===== src/rtl/spi_reg_pkg.sv =====
// Shared constants and types for the SPI register-configuration slave.
// Field positions assume the 16-bit frame: R/W, 7-bit address, 8-bit data.
package spi_reg_pkg;

    localparam int unsigned FRAME_BITS = 32'd16;

    localparam int unsigned RW_BIT   = 32'd15;
    localparam int unsigned ADDR_MSB = 32'd14;
    localparam int unsigned ADDR_LSB = 32'd8;

    localparam int unsigned ADDR_EN_OUT_LO = 32'h00;
    localparam int unsigned ADDR_EN_OUT_HI = 32'h01;
    localparam int unsigned ADDR_EN_PWM_LO = 32'h02;
    localparam int unsigned ADDR_EN_PWM_HI = 32'h03;
    localparam int unsigned ADDR_DUTY      = 32'h04;

    typedef enum logic {
        IDLE = 1'b0,
        RECV = 1'b1
    } state_t;

endpackage


===== src/rtl/spi_sync.sv =====
// Two-flop synchronizer for one asynchronous pin, followed by an edge-detect flop.
// The edge pulses are one clk wide and line up with the synchronized level.
module spi_sync #(
    parameter logic RST_VAL = 1'b0
) (
    input  logic clk,
    input  logic rst,
    input  logic d_i,
    output logic level_o,
    output logic rise_o,
    output logic fall_o
);

    logic meta_q;
    logic sync_q;
    logic prev_q;

    // synchronizer chain plus the previous-level flop used for edge detection
    always_ff @(posedge clk or posedge rst) begin
        if (rst) begin
            meta_q <= RST_VAL;
            sync_q <= RST_VAL;
            prev_q <= RST_VAL;
        end else begin
            meta_q <= d_i;
            sync_q <= meta_q;
            prev_q <= sync_q;
        end
    end

    assign level_o = sync_q;
    assign rise_o  = sync_q & ~prev_q;
    assign fall_o  = ~sync_q & prev_q;

endmodule


===== src/rtl/spi_reg_ctrl.sv =====
// Write-only SPI mode-0 slave: collects a frame while ncs is low and, on a
// well-formed write frame, commits its data byte to one of the PWM control registers.
module spi_reg_ctrl #(
    parameter int unsigned NUM_REGS   = 32'd5,
    parameter int unsigned FRAME_BITS = 32'd16
) (
    input  logic       clk,
    input  logic       rst,
    input  logic       sclk,
    input  logic       copi,
    input  logic       ncs,
    output logic [7:0] en_reg_out_7_0,
    output logic [7:0] en_reg_out_15_8,
    output logic [7:0] en_reg_pwm_7_0,
    output logic [7:0] en_reg_pwm_15_8,
    output logic [7:0] pwm_duty_cycle,
    output logic       wr_pulse,
    output logic       frame_err
);

    import spi_reg_pkg::*;

    localparam int unsigned CNT_W = $clog2(FRAME_BITS + 32'd2);
    localparam logic [CNT_W-1:0] CNT_FULL = CNT_W'(FRAME_BITS);
    localparam logic [CNT_W-1:0] CNT_MAX  = CNT_W'(FRAME_BITS + 32'd1);

    logic sclk_rise_s;
    logic copi_lvl_s;
    logic ncs_rise_s;
    logic ncs_fall_s;

    state_t                  state_q, state_d;
    logic [CNT_W-1:0]        cnt_q, cnt_d;
    logic [FRAME_BITS-1:0]   shift_q, shift_d;
    logic [7:0]              regs_q [NUM_REGS];
    logic [7:0]              regs_d [NUM_REGS];
    logic                    wr_pulse_q, wr_pulse_d;
    logic                    frame_err_q, frame_err_d;

    logic [6:0]              frame_addr_s;
    logic                    frame_write_s;

    spi_sync #(.RST_VAL(1'b0)) u_sync_sclk (
        .clk(clk), .rst(rst), .d_i(sclk),
        .level_o(), .rise_o(sclk_rise_s), .fall_o()
    );

    spi_sync #(.RST_VAL(1'b0)) u_sync_copi (
        .clk(clk), .rst(rst), .d_i(copi),
        .level_o(copi_lvl_s), .rise_o(), .fall_o()
    );

    spi_sync #(.RST_VAL(1'b1)) u_sync_ncs (
        .clk(clk), .rst(rst), .d_i(ncs),
        .level_o(), .rise_o(ncs_rise_s), .fall_o(ncs_fall_s)
    );

    // copi and sclk share the same synchronizer depth, so copi is aligned with the sclk rise
    assign frame_addr_s  = shift_q[ADDR_MSB:ADDR_LSB];
    assign frame_write_s = shift_q[RW_BIT] && (32'(frame_addr_s) < NUM_REGS);

    // state, counter, shift register, register file and pulse flops
    always_ff @(posedge clk or posedge rst) begin
        if (rst) begin
            state_q     <= IDLE;
            cnt_q       <= '0;
            shift_q     <= '0;
            wr_pulse_q  <= 1'b0;
            frame_err_q <= 1'b0;
            for (int i = 0; i < int'(NUM_REGS); i++) begin
                regs_q[i] <= 8'h00;
            end
        end else begin
            state_q     <= state_d;
            cnt_q       <= cnt_d;
            shift_q     <= shift_d;
            wr_pulse_q  <= wr_pulse_d;
            frame_err_q <= frame_err_d;
            regs_q      <= regs_d;
        end
    end

    // next-state logic; an ncs rise outranks an sclk rise in the same cycle
    always_comb begin
        state_d     = state_q;
        cnt_d       = cnt_q;
        shift_d     = shift_q;
        regs_d      = regs_q;
        wr_pulse_d  = 1'b0;
        frame_err_d = 1'b0;
        case (state_q)
            IDLE: begin
                if (ncs_fall_s) begin
                    state_d = RECV;
                    cnt_d   = '0;
                    shift_d = '0;
                end else begin
                    state_d = IDLE;
                end
            end
            RECV: begin
                if (ncs_rise_s) begin
                    state_d = IDLE;
                    if (cnt_q == CNT_FULL) begin
                        if (frame_write_s) begin
                            wr_pulse_d = 1'b1;
                            for (int i = 0; i < int'(NUM_REGS); i++) begin
                                if (frame_addr_s == 7'(i)) begin
                                    regs_d[i] = shift_q[7:0];
                                end else begin
                                    regs_d[i] = regs_q[i];
                                end
                            end
                        end else begin
                            wr_pulse_d = 1'b0;
                        end
                    end else begin
                        frame_err_d = 1'b1;
                    end
                end else if (sclk_rise_s) begin
                    shift_d = {shift_q[FRAME_BITS-2:0], copi_lvl_s};
                    if (cnt_q != CNT_MAX) begin
                        cnt_d = cnt_q + CNT_W'(1);
                    end else begin
                        cnt_d = cnt_q;
                    end
                end else begin
                    state_d = RECV;
                end
            end
            default: begin
                state_d = IDLE;
            end
        endcase
    end

    assign en_reg_out_7_0  = regs_q[ADDR_EN_OUT_LO];
    assign en_reg_out_15_8 = regs_q[ADDR_EN_OUT_HI];
    assign en_reg_pwm_7_0  = regs_q[ADDR_EN_PWM_LO];
    assign en_reg_pwm_15_8 = regs_q[ADDR_EN_PWM_HI];
    assign pwm_duty_cycle  = regs_q[ADDR_DUTY];
    assign wr_pulse        = wr_pulse_q;
    assign frame_err       = frame_err_q;

endmodule


===== config.mk =====
export PLATFORM = sky130hd
export DESIGN_NAME = spi_reg_ctrl
export DESIGN_NICKNAME = d
export VERILOG_FILES = /design/src/rtl/spi_reg_pkg.sv /design/src/rtl/spi_sync.sv /design/src/rtl/spi_reg_ctrl.sv
export SDC_FILE = /design/constraint.sdc
export NUM_CORES = 1
export LEC_CHECK = 0
export CAP_MARGIN = 20
export CORE_AREA = 5 5 85 87
export DETAILED_ROUTE_END_ITERATION = 8
export DIE_AREA = 0 0 90 92
export PLACE_DENSITY = 0.73
export SLEW_MARGIN = 15
export SYNTH_ARGS = -nofsm -noshare
export SYNTH_HDL_FRONTEND = slang
export SYNTH_SLANG_ARGS = --single-unit

===== constraint.sdc =====
create_clock -name clk -period 2.1 [get_ports clk]
set_input_delay 0.315 -clock clk [delete_from_list [all_inputs] [get_ports clk]]
set_output_delay 0.315 -clock clk [all_outputs]
set_load 0.1 [all_outputs]

* Word level (Yosys, flattened, before mapping)
Cells that the tools add are included.
Cells by class: add/sub/neg operators 1, order comparisons 1, reduce and logical (&&, ||, !) cells 9, bitwise logic cells 7, eq/ne operators 10, muxes and demuxes 19
Operators with widths (number):
- $mux 16 | 3
- $pmux 16 s2 | 1
- $reduce_and 5->1 | 5
- $mux 5 | 4
- $eq 7x2->1 const B | 2
- $pmux 5 s2 | 1
- $mux 1 | 9
- $eq 7x1->1 const B | 1
- $eq 7x3->1 const B | 1
- $logic_not 7->1 | 1
- $lt 7x3->1 const B | 1
- $ne 2x2->1 const B | 3
- $add 5x1->5 const B | 1
- $eq 5x5->1 const B | 1
- $ne 5x5->1 const B | 1
- $not 1->1 | 4
- $reduce_and 4->1 | 1
- $and 1x1->1 | 3
- $reduce_and 3->1 | 1
- $ne 2x1->1 const B | 1
- $pmux 1 s2 | 1
- $logic_and 1x1->1 | 1
Word-level totals: output and inout bits 42, flip-flop bits (word level) 72, bits of input ports 5

* Logic depth before layout (Yosys ltp)
Gate-level depths: netlist (run 1).
depth in word-level cells 6, depth in mapped cells 6, mapped depth without buffers 6

* Modules after synthesis
Synthesis (run 1) repeated with hierarchy kept, for this count alone.
Second synthesis, totals: cell total of the unflattened synthesis 228, area, all modules 2964.1 um^2
Modules (own cells, without submodules):
- spi_reg_ctrl | cells an instance 210, area each 2678.8 um^2, times used 1
- spi_sync at u_sync_copi ... | cells an instance 6, area each 93.8 um^2, times used 2
- spi_sync at u_sync_ncs | cells an instance 6, area each 97.6 um^2, times used 1

* Least setup slack after synthesis (run 1)
OpenSTA, ideal clock, no wires.
kind register to register, start point register cnt_q[0], end point register regs_q, in the netlist en_reg_out_15_8[0], library setup time 0.125 ns, arrival time 1.745 ns, clock period less this slack 1.870 ns, slack 0.230 ns, cell stages (with the launch flop) 7, path through dfrtp_1 -> inv_1 -> ha_1 -> and4bb_2 -> nand4_4 -> nor3b_4 -> mux2_2
Between the ends: cells in the longest elaborated chain, start to end 2
Ends and longest elaborated chain:
- from (decl) | RTL line spi_reg_ctrl.sv:33 | logic [CNT_W-1:0] cnt_q, cnt_d;
- from (signal assigned) | RTL line spi_reg_ctrl.sv:75 | cnt_q <= cnt_d;
- $eq 5x5->1 | RTL line spi_reg_ctrl.sv:104 | if (cnt_q == CNT_FULL) begin
- $reduce_and 5->1 (no source line)
- to (signal assigned) | RTL line spi_reg_ctrl.sv:79 | regs_q <= regs_d;
- to (decl) | RTL line spi_reg_ctrl.sv:35 | logic [7:0] regs_q [NUM_REGS];
No other way between the ends. A chain may end at the register's enable or synchronous reset.

* Worst setup path in the final report (run 1)
start point register cnt_q[0], end point register regs_q, in the netlist en_reg_out_15_8[6]
The elaborated chain is that of the path after synthesis.

==> results of run 1 <==
[state kept, by name (all words and copies together), names as in the netlist]
signal,count
shift_q,16
en_reg_out_15_8,8
en_reg_out_7_0,8
en_reg_pwm_15_8,8
en_reg_pwm_7_0,8
pwm_duty_cycle,8
cnt_q,5
frame_err,1
state_q,1
u_sync_copi.level_o,1
u_sync_copi.meta_q,1
u_sync_ncs.level_o,1
u_sync_ncs.meta_q,1
u_sync_ncs.prev_q,1
u_sync_sclk.level_o,1
u_sync_sclk.meta_q,1
u_sync_sclk.prev_q,1
wr_pulse,1
[path summary, 6_finish.rpt]
| kind | start | endpoint | slack (ns) | depth (start not counted) |
|---|---|---|---|---|
| min reg2reg | u_sync_sclk.meta_q | u_sync_sclk.level_o | 0.35 | 0 |
| max | cnt_q[0] | en_reg_out_15_8[6] | 0.12 | 7 |
| min in group clk | u_sync_sclk.meta_q | u_sync_sclk.level_o | 0.35 | 0 |
| max in group asynchronous | rst | en_reg_pwm_15_8[2] | 1.21 | 3 |
| min | rst | u_sync_sclk.level_o | 0.31 | 2 |
| max reg2reg | cnt_q[0] | en_reg_out_15_8[6] | 0.12 | 7 |
[cell type report]
cell class              count  area (sq um)  area share, %
inverters                   7         30.03         0.8152
repair buffers             53         436.7          11.85
clock inverters             7         143.9          3.906
flip-flops and latches     72          1805          49.01
clock buffers               9         123.9          3.363
multi-input cells         135          1047          28.43
well taps                  77         96.34          2.615
[cell usage in the layout, fill, tap and decap left out, drive strengths merged, types with 3 or more instances in the layout]
cell type | netlist | final
inv | 7 | 6
a31oi | 3 | 3
bufinv | 0 | 4
clkdlybuf4s50 | 0 | 4
nand2 | 36 | 36
dfrtp | 69 | 69
buf | 1 | 49
clkinvlp | 0 | 3
dfstp | 3 | 3
mux2 | 40 | 40
ha | 3 | 3
a21oi | 4 | 4
nor3b | 3 | 3
nor3 | 3 | 3
nor4b | 3 | 3
o21ai | 18 | 18
nand4 | 3 | 3
nor2 | 6 | 6
clkbuf | 7 | 9
[power by group through the flow]
stage                     registers (mW)  clock network, mW  logic (mW)
final                               1.46               1.42       0.152
after global routing                1.47               1.53       0.179
after CTS                           1.46               1.45       0.156
after detailed placement            1.49                  0       0.157
after global placement              1.49                  0       0.151
after floorplan                     1.48                  0       0.103
[per-stage QoR]
stage,power (mW),worst slack (ns),std cells,hold WS [ns]
after CTS,3.069,0.01070,359,0.3111
after global routing,3.179,0.03152,360,0.3241
after detailed placement,1.649,0.01982,343,0.3387
after global placement,1.639,0.09473,343,0.3326
after floorplan,1.585,0.2296,222,0.3195
final,3.038,0.1231,360,0.3067
[kinds of logic after synthesis]
kind of cell	synth area share [%]
and+or+nand+nor	13.43
adders and majority gates	1.296
AOI/OAI and AO/OA	4.752
buffers and inverters	2.030
muxes	15.55
xor gates and xnor gates	0.6049
DFF	62.33
[per-layer routing]
layer / vias to the layer above / track usage, %
met5: - / 0
met4: 0 / 7.072
met3: 6 / 4.583
met2: 38 / 22.32
met1: 933 / 18.74
li1: 880 / -
[cells in the mapped netlist, types with 2 or more instances]
cell type  count
and3b_1        2
nor3b_4        2
nand2_1       36
clkbuf_1       6
a21oi_1        4
dfrtp_1       69
mux2_2        40
nor2b_1        2
ha_1           3
a31oi_1        3
o21ai_0       18
nor4b_1        2
xnor2_1        2
nor3_1         2
nor2_1         6
dfstp_2        3
inv_1          7
[what timing repair did]
action                                  4_1_cts  5_1_grt
buffers inserted                              0        1
hold endpoints to repair                      0        0
pin swaps                                     1        1
resized for setup                             0        3
endpoints found under the setup margin        1       18
[worst max-delay path, delay by kind of cell, from the launching register on]
family,cells,cell delay (ns)
adders and majority gates,1,0.13
buffers and inverters,2,0.25
and+or+nand+nor,3,0.71
DFF,1,0.44
muxes,1,0.33
==> reports/results.tsv, run 1 <==
stage	metric	value	unit
synthesis	synth.yosys.seq_area_share	62.33	%
synthesis	synth_area_leader_cell	dfrtp_1	
clock_network	clk_pin_slew	0.08	ns
clock_network	numClockSinks	72	
synthesis	synth_area_leaders	dfrtp_1 (60%), mux2_2 (16%), nand2_1 (4.7%)	
run_status	outcome	complete, no violations	
power	comb_power_share	5.0	%
setup_path	crit_fanout	8	
synthesis	synth_cell_types	32	
synthesis	syn_avg_cell_area	13.05	sq um
floorplan	rows	29	
clock_network	cts.htree.levels	3	
synthesis	synth_area	2897	sq um
finish	postLayoutCellArea	3684	sq um
route	vias_per_cell	5.158	
power	p_leak	1.782	nW
power	p_int	2.382	mW
clock_network	clockRootBuffer	clkbuf_8	
synthesis	yosys_warnings	0	
setup_path	path_cells	inv_1, ha_1, and4bb_2, nand4_4, nor3b_4, buf_12, mux2_2	
clock_network	cts_hold_buf	0	
floorplan	die_h	92	um
route	via_count	1857	
synthesis	synthCells	222	
finish	layout-drive-gt1-share	42.05	%
placed_design	port_buffers	46	
grt	grt_max_degree	57	
grt	overflow	0	
route	drt_iter0_markers	143	
power	p_seq_share	48.2	%
floorplan	die-area	8280	sq um
power	ir_drop	0.0004807	V
placed_design	dp_hpwl	3.733	mm
route	ant_nets	0	
timing	period_share	94.14	%
timing	rsz0062_at_grt	false	
synthesis	synth.net_count	230	
power	p_sw	656.2	uW
flow_run	cap_violations	0	
placed_design	gp_congestion	0.7619	
setup_path	cp_slowest_stage_delay	0.44	ns
grt	grt_first_pass_wirelength	9.480	mm
synthesis	synth-async-reset-ratio	100.0	%
placed_design	placed_cell_area	3381	sq um
clock_network	clock_path_buffers	2	
route	drc	0	
timing	drv_slew	0	
floorplan	pin_count	47	
timing	max-slew-margin-rel	71.70	%
floorplan	initial_utilization	46.14	%
synthesis	synth_edf_count	0	
setup_path	arrival	2.20	ns
clock_network	cts_tree	built	
route	post_drt_wl_per_cell	15.49	um
synthesis	ys.flop_type	dfrtp_1	
finish	nNetsFinal	286	
finish	syn_to_final_growth	27.17	%
clock_network	clk_latency	0.34	ns
route	dr_wl_met3	271	um
timing	setup_viol	0	
synthesis	ys_seq_elements	72	
timing	fmax	505.8	MHz
setup_path	required	2.32	ns
route	dr.pass1.iters	4	
setup_path	critPathKind	flop to flop	
setup_path	slowest_stage	dfrtp_1	
setup_path	end_kind	flop	
timing	fin_skew	0.007927	ns
floorplan	die_w	90	um
setup_path	start_kind	flop	
grt	antenna_found_initial	0	
route	top_layer_used	met4	
route	drt-met1-wl	2.513	mm
power	power_density	824.9	nW/um^2
power	sw_frac_of_total	21.60	%
grt	grt_pass1_vias	1900	
clock_network	cts-buffers-inserted	9	
timing	worst_slew_pin_slew	0.4245	ns
route	wl_met2	2.694	mm
finish	fill_cells	509	
timing	period_needed	1.977	ns
timing	tns	0	ns
power	clock_power_share	46.8	%
floorplan	core-area	6277	sq um
finish	final_core_util	58.68	%
timing	hold_viol_final	0	
finish	diodes	0	
synthesis	synth_top_cell_area_share	59.61	%
worst_hold_path	hold_class	primary input to async pin	
grt	grt.total_usage	14.54	%
route	routed_wl	5.577	mm
No activity file was read; power rests on OpenSTA's default activity.
==> run 2, diff against run 1 <==
--- a/config.mk
+++ b/config.mk
@@ -6,10 +6,11 @@
 export NUM_CORES = 1
 export LEC_CHECK = 0
 export CAP_MARGIN = 20
-export CORE_AREA = 5 5 85 87
+export CORE_AREA = 2 2 80 82
 export DETAILED_ROUTE_END_ITERATION = 8
-export DIE_AREA = 0 0 90 92
+export DIE_AREA = 0 0 82 84
 export PLACE_DENSITY = 0.73
+export REMOVE_ABC_BUFFERS = 1
 export SLEW_MARGIN = 15
 export SYNTH_ARGS = -nofsm -noshare
 export SYNTH_HDL_FRONTEND = slang
==> constraint.sdc (replaced) <==
create_clock -name clk -period 2.04 [get_ports clk]
set_input_delay 0.306 -clock clk [delete_from_list [all_inputs] [get_ports clk]]
set_output_delay 0.306 -clock clk [all_outputs]
set_load 0.1 [all_outputs]
==> run 2 against run 1 <==
Via count grew 2.9%; critical path depth unchanged; setup slack got worse by 0.049 ns; fmax grew 0.56%; power grew 1.8%; die area is 17% lower; wire length shrank 1.8%; critical path type unchanged; critical endpoint is now en_reg_pwm_7_0[3]; largest cell class unchanged.
==> reports/results.tsv, run 2 (synthesis results as in run 1) <==
stage	metric	value	unit	change
grt	grt_first_pass_wirelength	9.114	mm	-3.9%
clock_network	cts-buffers-inserted	9		unchanged
setup_path	slowest_stage	dfrtp_1		
grt	grtUsageMet2	25.87	%	+3.6 points
floorplan	die_w	82	um	-8.9%
grt	top_usage_layer	met2		
clock_network	numClockSinks	72		unchanged
worst_hold_path	hold_class	flop to flop		
setup_path	cp_slowest_stage_delay	0.39	ns	-0.05 ns
setup_path	crit_buf_inv	2		unchanged
power	p_int	2.399	mW	+0.69%
clock_network	clock_path_buffers	2		unchanged
setup_path	crit_family	simple AND/OR/NAND/NOR gates		
clock_network	cts.htree.levels	3		unchanged
timing	worst_hold_slack	0.3498	ns	+0.04310 ns
finish	final_cell_count_no_fill	369		+2.5%
finish	largest_reg_flops	16		unchanged
setup_path	start_kind	flop		
route	vias_per_cell	5.176		+0.35%
power	clock_power_share	44.7	%	-2.1 points
placed_design	place_inst	348		+1.5%
power	sw_frac_of_total	22.46	%	+0.86 points
power	p_sw	694.7	uW	+5.9%
grt	overflow	0		unchanged
placed_design	port_buffers	46		unchanged
floorplan	die_h	84	um	-8.7%
grt	antenna_found_initial	0		unchanged
timing	setup_viol	0		unchanged
finish	regMostFlops	shift_q		
power	ir_drop	0.0005197	V	+8.1%
grt	grt_max_degree	73		+28%
route	drt_iter0_markers	76		-47%
floorplan	die-area	6888	sq um	-17%
finish	final_cell_mix	dfrtp_1 (69), buf_4 (54), mux2_2 (40), nand2_1 (36), o21ai_0 (18)		
timing	setup_ws	0.07407	ns	-0.04898 ns
power	power_density	823.8	nW/um^2	-0.13%
setup_path	cp-startpoint	cnt_q[1]		
clock_network	clk_pin_slew	0.08	ns	about the same
placed_design	gp_congestion	0.7232		-5.1%
grt	grt.total_usage	18.04	%	+3.5 points
floorplan	rows	29		unchanged
route	drc	0		unchanged
setup_path	arrival	2.20	ns	about the same
timing	hold_viol_final	0		unchanged
power	comb_power_share	6.9	%	+1.9 points
finish	diodes	0		unchanged
placed_design	dp_hpwl	3.578	mm	-4.1%
floorplan	pin_count	47		unchanged
clock_network	cts_tree	built		
timing	max-slew-margin-rel	73.94	%	+2.2 points
power	p_seq_share	48.3	%	about the same
setup_path	critPathKind	flop to flop		
power	p_leak	1.833	nW	+2.8%
floorplan	core-area	6096	sq um	-2.9%
setup_path	path_cells	inv_2, ha_4, and4bb_2, nand4_4, nor3b_4, buf_12, mux2_2		
clock_network	clk_latency	0.35	ns	about the same
finish	multiInputGateArea	1049	sq um	+0.12%
grt	grt_use_met1	24.85	%	+6.1 points
clock_network	clockRootBuffer	clkbuf_8		
route	ant_nets	0		unchanged
floorplan	initial_utilization	47.52	%	+1.4 points
route	dr.pass1.iters	4		unchanged
timing	tns	0	ns	unchanged
setup_path	end_kind	flop		
timing	period_needed	1.966	ns	-0.01102 ns
run_status	outcome	complete, no violations		
route	routed_wl	5.479	mm	-1.8%
grt	grt_util_met3	3.896	%	-0.69 points
setup_path	reg2reg_from	cnt_q[1]		
finish	fill_cells	490		-3.7%
flow_run	cap_violations	0		unchanged
placed_design	place_ws	-0.03825	ns	-0.05807 ns
timing	fmax	508.7	MHz	+0.56%
finish	syn_to_final_growth	29.63	%	
timing	period_share	96.37	%	+2.2 points
timing	fin_skew	0.008773	ns	+0.0008463 ns
clock_network	cts_hold_buf	0		unchanged
finish	layout-drive-gt1-share	44.52	%	+2.5 points
finish	seq_area	1805	sq um	unchanged
route	post_drt_wl_per_cell	14.85	um	-4.2%
timing	worst_slew_pin_slew	0.3909	ns	-0.03364 ns
finish	layout_commonest_cell	dfrtp_1		
timing	drv_slew	0		unchanged
power	total_power	3.093	mW	+1.8%
setup_path	required	2.27	ns	-0.05 ns
route	via_count	1910		+2.9%
finish	nNetsFinal	295		+3.1%
setup_path	crit_fanout	6		-2
grt	grt_pass1_vias	1859		-2.2%
worst_hold_path	hold_start	u_sync_copi.meta_q		
-- run 2: routing by layer --
| layer | part of all wire [%] | vias to the layer above |
|---|---|---|
| met2 | 47 | 44 |
| met4 | 2.4 | 0 |
| met5 | 0 | - |
| li1 | - | 899 |
| met3 | 4.3 | 12 |
| met1 | 46 | 955 |
-- run 2: per-stage QoR --
| stage | util [%] | instance area [sq um] |
|---|---|---|
| after floorplan | - | 2864 |
| after CTS | 60.90 | 3712 |
| final | 61.60 | 3755 |
| after global placement | 56.42 | 3440 |
| after global routing | 61.60 | 3755 |
| after detailed placement | 56.42 | 3440 |
-- run 2: worst register-to-register path: stages, from the launching register on --
cell	delay, ns
dfrtp_1	0.39
inv_2	0.09
ha_4	0.12
and4bb_2	0.28
nand4_4	0.17
nor3b_4	0.31
buf_12	0.16
mux2_2	0.33
-- run 2: path summary, 6_finish.rpt --
| path | cells after the start | slack, ns | end |
|---|---|---|---|
| max | 7 | 0.07 | en_reg_pwm_7_0[3] |
| min | 0 | 0.35 | u_sync_copi.level_o |
| max reg2reg | 7 | 0.07 | en_reg_pwm_7_0[3] |
| min reg2reg | 0 | 0.35 | u_sync_copi.level_o |
| max in group asynchronous | 3 | 1.35 | u_sync_ncs.prev_q |
| min in group asynchronous | 3 | 0.36 | cnt_q[1] |
-- run 2: layout make-up --
class,count,share of cell area [%]
Sequential cell,72,48.08
Multi-Input combinational cell,135,27.92
Timing Repair Buffer,62,14.00
Clock buffer,10,3.665
Clock inverter,6,3.066
Tap cell,77,2.566
Inverter,7,0.6998
-- run 2: timing repair --
item	4_1_cts	5_1_grt
pin swaps	1	3
setup endpoints to repair	8	23
setup buffers	1	4
resized for setup	0	4
endpoints found under the hold margin	0	0
-- run 2: power groups by stage --
stage | Sequential, mW | Combinational (mW) | Clock, mW
floorplan | 1.54 | 0.0881 | 0
global placement | 1.52 | 0.182 | 0
detailed placement | 1.52 | 0.191 | 0
CTS | 1.49 | 0.192 | 1.42
global route | 1.50 | 0.251 | 1.49
finish | 1.49 | 0.215 | 1.38
